File: src/rtl/fifo_wr_arbiter_pkg.sv
// Shared types and default sizing for the FIFO write-port arbiter.
// The state encoding is fixed so that debug probes read IDLE=0 and BURST=1.
package fifo_wr_arbiter_pkg;

  typedef enum logic {
    IDLE  = 1'b0,
    BURST = 1'b1
  } state_e;

  localparam int DEF_N_REQ     = 4;
  localparam int DEF_DW        = 16;
  localparam int DEF_BURST_LEN = 4;

endpackage

File: src/rtl/fifo_wr_arbiter_rr_pick.sv
// Round-robin priority picker: the search starts one past last_owner and the
// first set req bit wins, wrapping from N_REQ-1 back to 0.
module rr_pick #(
  parameter int N_REQ = 4,
  parameter int IW    = (N_REQ > 1) ? $clog2(N_REQ) : 1
) (
  input  logic [N_REQ-1:0] req,
  input  logic [IW-1:0]    last_owner,
  output logic             any,
  output logic [IW-1:0]    winner
);

  int idx;

  // Walk from the farthest candidate to the nearest so the nearest set bit is
  // the last assignment and therefore the winner.
  always_comb begin
    any    = 1'b0;
    winner = '0;
    idx    = 0;
    for (int k = N_REQ; k >= 1; k--) begin
      idx = (int'(last_owner) + k) % N_REQ;
      if (req[IW'(idx)]) begin
        any    = 1'b1;
        winner = IW'(idx);
      end
    end
  end

endmodule

File: src/rtl/fifo_wr_arbiter.sv
// Arbitrates N_REQ producers onto the write port of an external FIFO, granting
// round-robin bursts of up to BURST_LEN words; writes themselves are combinational.
module fifo_wr_arbiter
  import fifo_wr_arbiter_pkg::*;
#(
  parameter int N_REQ     = DEF_N_REQ,
  parameter int DW        = DEF_DW,
  parameter int BURST_LEN = DEF_BURST_LEN
) (
  input  logic                clk,
  input  logic                rst,
  input  logic [N_REQ-1:0]    req,
  input  logic [N_REQ*DW-1:0] req_data,
  output logic [N_REQ-1:0]    ack,
  output logic [N_REQ-1:0]    gnt,
  input  logic                fifo_full,
  output logic                fifo_wr_en,
  output logic [DW-1:0]       fifo_din,
  output state_e              dbg_state
);

  localparam int IW = (N_REQ > 1) ? $clog2(N_REQ) : 1;

  // Handshake: a producer presents req[i] with stable data and holds both until
  // ack[i]; ack[i] is high in exactly the cycle its word is written to the FIFO.

  state_e        state;
  logic [IW-1:0] owner;
  logic [IW-1:0] last_owner;
  logic [3:0]    burst_cnt;

  logic [DW-1:0] slot [N_REQ];
  logic [IW-1:0] pick_ptr;
  logic          pick_any;
  logic [IW-1:0] pick_winner;
  logic          wr_en;
  logic          burst_end;

  for (genvar g = 0; g < N_REQ; g++) begin : g_slot
    assign slot[g] = req_data[g*DW +: DW];
  end

  // At a burst end the pointer is already considered updated to the owner,
  // so the same-cycle re-arbitration searches from owner+1.
  assign pick_ptr = (state == BURST) ? owner : last_owner;

  rr_pick #(
    .N_REQ (N_REQ),
    .IW    (IW)
  ) u_pick (
    .req        (req),
    .last_owner (pick_ptr),
    .any        (pick_any),
    .winner     (pick_winner)
  );

  assign wr_en     = (state == BURST) && req[owner] && !fifo_full;
  assign burst_end = (state == BURST) &&
                     ((wr_en && (burst_cnt == 4'(BURST_LEN - 1))) || !req[owner]);

  always_comb begin
    gnt = '0;
    if (state == BURST) gnt[owner] = 1'b1;
  end

  assign ack        = wr_en ? gnt : '0;
  assign fifo_wr_en = wr_en;
  assign fifo_din   = (state == BURST) ? slot[owner] : '0;
  assign dbg_state  = state;

  always_ff @(posedge clk or posedge rst) begin
    if (rst) begin
      state      <= IDLE;
      owner      <= '0;
      last_owner <= IW'(N_REQ - 1);
      burst_cnt  <= '0;
    end else begin
      case (state)
        IDLE: begin
          if (pick_any) begin
            state     <= BURST;
            owner     <= pick_winner;
            burst_cnt <= '0;
          end
        end
        BURST: begin
          if (burst_end) begin
            last_owner <= owner;
            burst_cnt  <= '0;
            if (pick_any) begin
              owner <= pick_winner;
            end else begin
              state <= IDLE;
            end
          end else if (wr_en) begin
            burst_cnt <= burst_cnt + 4'd1;
          end
        end
        default: state <= IDLE;
      endcase
    end
  end

endmodule
File: config.mk
export PLATFORM = sky130hd
export DESIGN_NAME = fifo_wr_arbiter
export DESIGN_NICKNAME = d
export VERILOG_FILES = /design/src/rtl/fifo_wr_arbiter_pkg.sv /design/src/rtl/fifo_wr_arbiter_rr_pick.sv /design/src/rtl/fifo_wr_arbiter.sv
export SDC_FILE = /design/constraint.sdc
export NUM_CORES = 1
export LEC_CHECK = 0
export CAP_MARGIN = 40
export CORE_UTILIZATION = 29
export CTS_CLUSTER_DIAMETER = 150
export DETAILED_ROUTE_END_ITERATION = 12
export PLACE_DENSITY = 0.76
export SYNTH_ARGS = -nofsm -noshare
export SYNTH_HDL_FRONTEND = slang
export SYNTH_SLANG_ARGS = --single-unit
File: constraint.sdc
create_clock -name clk -period 1.6 [get_ports clk]
set_clock_uncertainty 0.1 [all_clocks]
set_input_delay 0.16 -clock clk [delete_from_list [all_inputs] [get_ports clk]]
set_output_delay 0.16 -clock clk [all_outputs]
set_load 0.01 [all_outputs]
; ---- Word-level counts from Yosys, hierarchy flattened
; Index checks and enable logic that the tools add are counted.
[word_totals]
word_cells = 73
in_bits = 71
reg_bits = 9
out_inout_bits = 26
[op_classes]
bitwise_logic = 2
n_addsub = 5
order_cmp = 7
eq_ne = 4
reduce_logical = 10
mux = 41
[op_table]
columns = operator, n
row1 = 16-bit two-way mux, 3
row2 = 16-bit binary-select mux with 2-bit select, 1
row3 = 4-bit two-way mux, 5
row4 = "2-bit by 4-bit < comparator with 1-bit output, second input constant", 4
row5 = 1-bit two-way mux, 16
row6 = 2-bit two-way mux, 7
row7 = 1-bit binary-select mux with 2-bit select, 5
row8 = 4-bit case mux with 2 select lines, 1
row9 = 1-bit logical AND, 5
row10 = "2-bit by 1-bit adder with 2-bit output, second input constant", 2
row11 = "2-bit adder, second input constant", 2
row12 = "4-bit by 1-bit adder with 4-bit output, second input constant", 1
row13 = "4-bit by 2-bit equality test with 1-bit output, second input constant", 1
row14 = 2-bit case mux with 2 select lines, 1
row15 = 2-bit AND reduction, 2
row16 = "3-bit greater-or-equal comparator, second input constant", 1
row17 = "2-bit by 3-bit < comparator with 1-bit output, second input constant", 1
row18 = "3-bit by 1-bit inequality test with 1-bit output, second input constant", 1
row19 = 2-bit NOT with 3-bit output, 1
row20 = 1-bit demux with 2-bit select, 1
row21 = "2-bit by 1-bit greater-or-equal comparator with 1-bit output, second input constant", 1
row22 = 1-bit logical NOT, 2
row23 = "2-bit by 1-bit inequality test with 1-bit output, second input constant", 1
row24 = "2-bit inequality test, second input constant", 1
row25 = 3 further kinds, 3

; ---- Depth between registers and ports, before layout
[logic_depth]
word_depth = 12
mapped_depth = 6
ltp_nobuf = 5

; ---- Cells and area by module
; A second synthesis with hierarchy kept.
[hier_totals]
cells_unflattened = 112
hier_area_um2 = 1201.2
[by_module_without_submodules]
columns = mod, cells_each, instances, seq_area_each_um2, area_each_um2
row1 = fifo_wr_arbiter, 98, 1, 227.7, 1109.8
row2 = rr_pick, 14, 1, 0.0, 91.3

; ---- Least setup slack after synthesis
; OpenSTA, ideal clock, no wires.
[synth_path]
path_kind = register to register
startpoint = register state (netlist: dbg_state)
endpoint = register owner[0]
setup_ps = 125
required_ps = 1375
n_path_buf = 0
arrival_time_ps = 1645
period_less_slack_ps = 1870
stages_incl_launch_ff = 5
path_slack_ps = -270
path_cell_list = dfrtp_1 -> mux2i_1 -> mux2_1 -> a211o_1 -> mux2_4
[synth_via]
elab_chain_len = 12
elab_cells_between_ends = 35
classes_between = add/sub: 4 / eq/ne: 1 / mux: 24 / bitwise: 1 / reduce/logical: 5
[synth_rtl]
columns = element, line_no
row1 = start: declaration, fifo_wr_arbiter.sv:27  ; state_e state;
row2 = start signal: assignment, fifo_wr_arbiter.sv:73  ; state <= IDLE;
row3 = start signal: assignment, fifo_wr_arbiter.sv:81  ; state <= BURST;
row4 = start signal: assignment, fifo_wr_arbiter.sv:93  ; state <= IDLE;
row5 = 2-bit two-way mux, fifo_wr_arbiter.sv:45  ; assign pick_ptr = (state == BURST) ? owner : last_owner;
row6 = 2-bit by 1-bit adder with 2-bit output, fifo_wr_arbiter_rr_pick.sv:22  ; idx = (int'(last_owner) + k) % N_REQ;
row7 = 1-bit binary-select mux with 2-bit select, fifo_wr_arbiter_rr_pick.sv:23  ; if (req[IW'(idx)]) begin
row8 = 1-bit two-way mux (implied by the code) (2 in series), fifo_wr_arbiter_rr_pick.sv:23
row9 = 2-bit two-way mux or 1-bit two-way mux (tied branches) (4 in series), fifo_wr_arbiter_rr_pick.sv:23
row10 = 2-bit two-way mux, "fifo_wr_arbiter.sv:80, fifo_wr_arbiter.sv:90"
row11 = 2-bit two-way mux, fifo_wr_arbiter.sv:87  ; if (burst_end) begin
row12 = 2-bit case mux with 2 select lines, fifo_wr_arbiter.sv:78  ; case (state)
row13 = end signal: assignment, fifo_wr_arbiter.sv:82  ; owner <= pick_winner;
row14 = end signal: assignment, fifo_wr_arbiter.sv:91  ; owner <= pick_winner;
row15 = end: declaration, fifo_wr_arbiter.sv:28  ; logic [IW-1:0] owner;
; Several ways; a longest one is shown, not always the timed one. The select of a mux whose other input is x is not followed.
; A chain may end at the register's enable or synchronous reset.

; ---- Worst setup path in the final report
[layout_path]
startpoint = register owner[0]
endpoint = output ack[3]
[layout_via]
elab_chain_len = 6
elab_cells_between_ends = 11
classes_between = order compare: 2 / mux: 6 / reduce/logical: 3
[layout_rtl]
columns = element, line_no
row1 = 2-bit by 3-bit < comparator with 1-bit output (implied by the code) or 2-bit by 1-bit greater-or-equal comparator with 1-bit output (tied branches), fifo_wr_arbiter.sv:63  ; if (state == BURST) gnt[owner] = 1'b1;
row2 = 1-bit logical AND (implied by the code), fifo_wr_arbiter.sv:63
row3 = 1-bit two-way mux (implied by the code), fifo_wr_arbiter.sv:63
row4 = 1-bit demux with 2-bit select, fifo_wr_arbiter.sv:63
row5 = 4-bit two-way mux, fifo_wr_arbiter.sv:63
row6 = 4-bit two-way mux *, fifo_wr_arbiter.sv:66  ; assign ack = wr_en ? gnt : '0;
row7 = end: declaration, fifo_wr_arbiter.sv:14  ; output logic [N_REQ-1:0] ack,
; Mark *: on every way between the ends. The rest lies on a longest branch, timed or not. The select of a mux whose other input is x is not followed.

==> reports/metrics.yaml <==
outcome: "finished, violations left"
violations: "setup timing"
grt_max_degree: 16
p_per_area_nw_per_um2: 1510
syn_nets: 177
hold_buffers: 0
syn_area_um2: 1140
power.total_mw: 4.11
drt-pass1-iter-count: 4
chipWidth_um: 64.8
drc: 0
power_leakage_nw: 1.18
num-nets-final: 319
ys_types: 38
syn2layout_area_growth_pct: 138
cts_sinks: 9
critical-path-max-stage-delay_ns: 0.51
criticalPathCategory: "reg -> out"
grt_overflow_total: 0
finalInstanceArea_um2: 2720
setup_viol_count_final: 33
root_buffer: "clkbuf_8"
synth_mux_area_frac: 0.414
synthArstFlopShare: 1.00
clk_pin_slew_worst_paths_ns: 0.06
crit_chain: "buf_6 > mux4_2 > nand2_2 > or2_4 > inv_4 > and3_4 > buf_6"
final_cells: 294
synth_commonest_cells: "18 x and2_1, 17 x mux4_2, 7 x dfrtp_1"
yosys.area_share.simple: 0.241
crit_buf_inv: 3
die_h_um: 64.8
layout_worst_path_cycle_share: 1.31
placed_cells: 268
fmax_mhz: 477
cpMostUsedCell: "buf_6"
grt_usage: 0.246
syn_inst: 105
relSlewSlack: 0.611
synthXorXnorAreaFrac: 0.00767
gp_congestion: 0.917
port_buffers: 96
h-tree-depth: 1
irDropWorstVdd_mv: 1.08
cpLargestDelayFamily: "multiplexers"
cp_slowest_cell: "mux4_2"
ant_nets: 0
antenna_cells: 0
end_kind: "primary output"
place_ws_ns: -0.696
cp_data_arrival_time_ns: 1.83
final.min_clock_period_ns: 2.09
synth_top_area_frac: 0.335
ys.flop_type: "dfrtp_1"
synth-compound-area-share: 0.0734
synth_top_family_by_area: "multiplexers"
hold_slack_ns: 0.0977
rows: 22
fin_util: 0.731
antenna_found_initial: 0
synth_warnings: 0
ctsLongestPathBuffers: 2
cp.required_ns: 1.34
rsz0062_at_grt: "true"
vias: 1459
yosysTopAreaCell: "mux4_2"
synth_edf_count: 0
core_um2: 3720
tns_ns: -12.08
worst_pin_slew_ns: 0.582
drv_cap: 0
start_util: 0.307
start_kind: "register"
postLayoutSetupSlackWorst_ns: -0.494
synth_area_leaders: "mux4_2 34%, dfrtp_1 15%, and2_1 9.9%"
pin_count: 97
synth_fa_ha_area_frac: 0.0110
numCtsBuffers: 3
clock_latency_ns: 0.24
hpwl_mm: 3.43
placed_area_um2: 2390
drtIter0Drc: 50
routedWlPerCell_um: 17.3
post_route_cells_drive_above_1_share: 0.541
synth_area_per_cell_um2: 10.9
synth_most_common_cell: "and2_1"
crit_fanout: 4
viasPerCell: 4.96
yosysSeqAreaShare: 0.199
dieArea_um2: 4190
cts_tree: "yes"
grt_pass1_wl_mm: 7.87
grt_pass1_vias: 1669
hold_path_class: "in -> async"
slew_violations: 0
hold_viol: 0
drt-total-wl_mm: 5.08
ys_seq_elements: 9
-- flip-flops by register name, summed over array words and instances, names as in the netlist --
| register | flops |
|---|---|
| dbg_state | 1 |
| burst_cnt | 4 |
| owner | 2 |
| last_owner | 2 |
-- final timing paths --
path / cells past startpoint / end / slack (ns) / start
max in group asynchronous: 2 / last_owner[1] / 0.99 / rst
setup reg to reg: 7 / owner[0] / -0.44 / owner[0]
hold / removal: 2 / owner[1] / 0.1 / rst
min in group clk: 2 / burst_cnt[0] / 0.50 / burst_cnt[0]
hold reg to reg: 2 / burst_cnt[0] / 0.50 / burst_cnt[0]
setup / recovery: 7 / ack[3] / -0.49 / owner[0]
-- cells in the final DEF, fill, tap and decap left out, drive strengths merged, types with 3 or more instances in the layout --
cell	instances
and2	19
and3	4
buf	74
clkbuf	3
clkdlybuf4s50	70
dfrtp	7
inv	4
mux2	5
mux2i	3
mux4	17
nand2	5
nand3	3
nor2	3
nor3b	3
-- cells by family (layout without fill, tap and decap cells) --
kind of cell	count (synthesis)	after routing
compound gates	10	10
xor+xnor	1	1
fa+ha+maj	1	1
buf+inv	14	155
flops	9	9
mux	25	25
simple gates	45	45
-- where the power goes --
| group | switching (mW) | leakage [nW] | internal (mW) |
|---|---|---|---|
| sequential | 0.0732 | 0.107 | 0.328 |
| combinational | 1.25 | 1.05 | 2.17 |
| clock | 0.115 | 0.0255 | 0.172 |
| total | 1.44 | 1.18 | 2.67 |
-- routing by layer --
layer / vias to the layer above / routed length, um / global-route usage
li1: 683 / - / -
met1: 709 / 1740 / 0.241
met2: 57 / 2940 / 0.505
met3: 10 / 321 / 0.0370
met4: 0 / 78 / 0.0806
met5: - / 0 / 0
-- final cells by class --
class,count,area [um2]
Inverter,5,25.0
Clock inverter,1,5.00
Fill cell,268,1000
Sequential cell,9,230
Timing Repair Buffer,146,1360
Clock buffer,3,41.3
Tap cell,48,60.1
Multi-Input combinational cell,82,993
-- repair_timing --
item / in CTS / in global routing
cloned: 1 / 0
setup buffers: 17 / 8
endpoints found under the setup margin: 33 / 33
resized for setup: 130 / 24
pin swaps: 15 / 10
No activity file was read; power rests on OpenSTA's default activity.
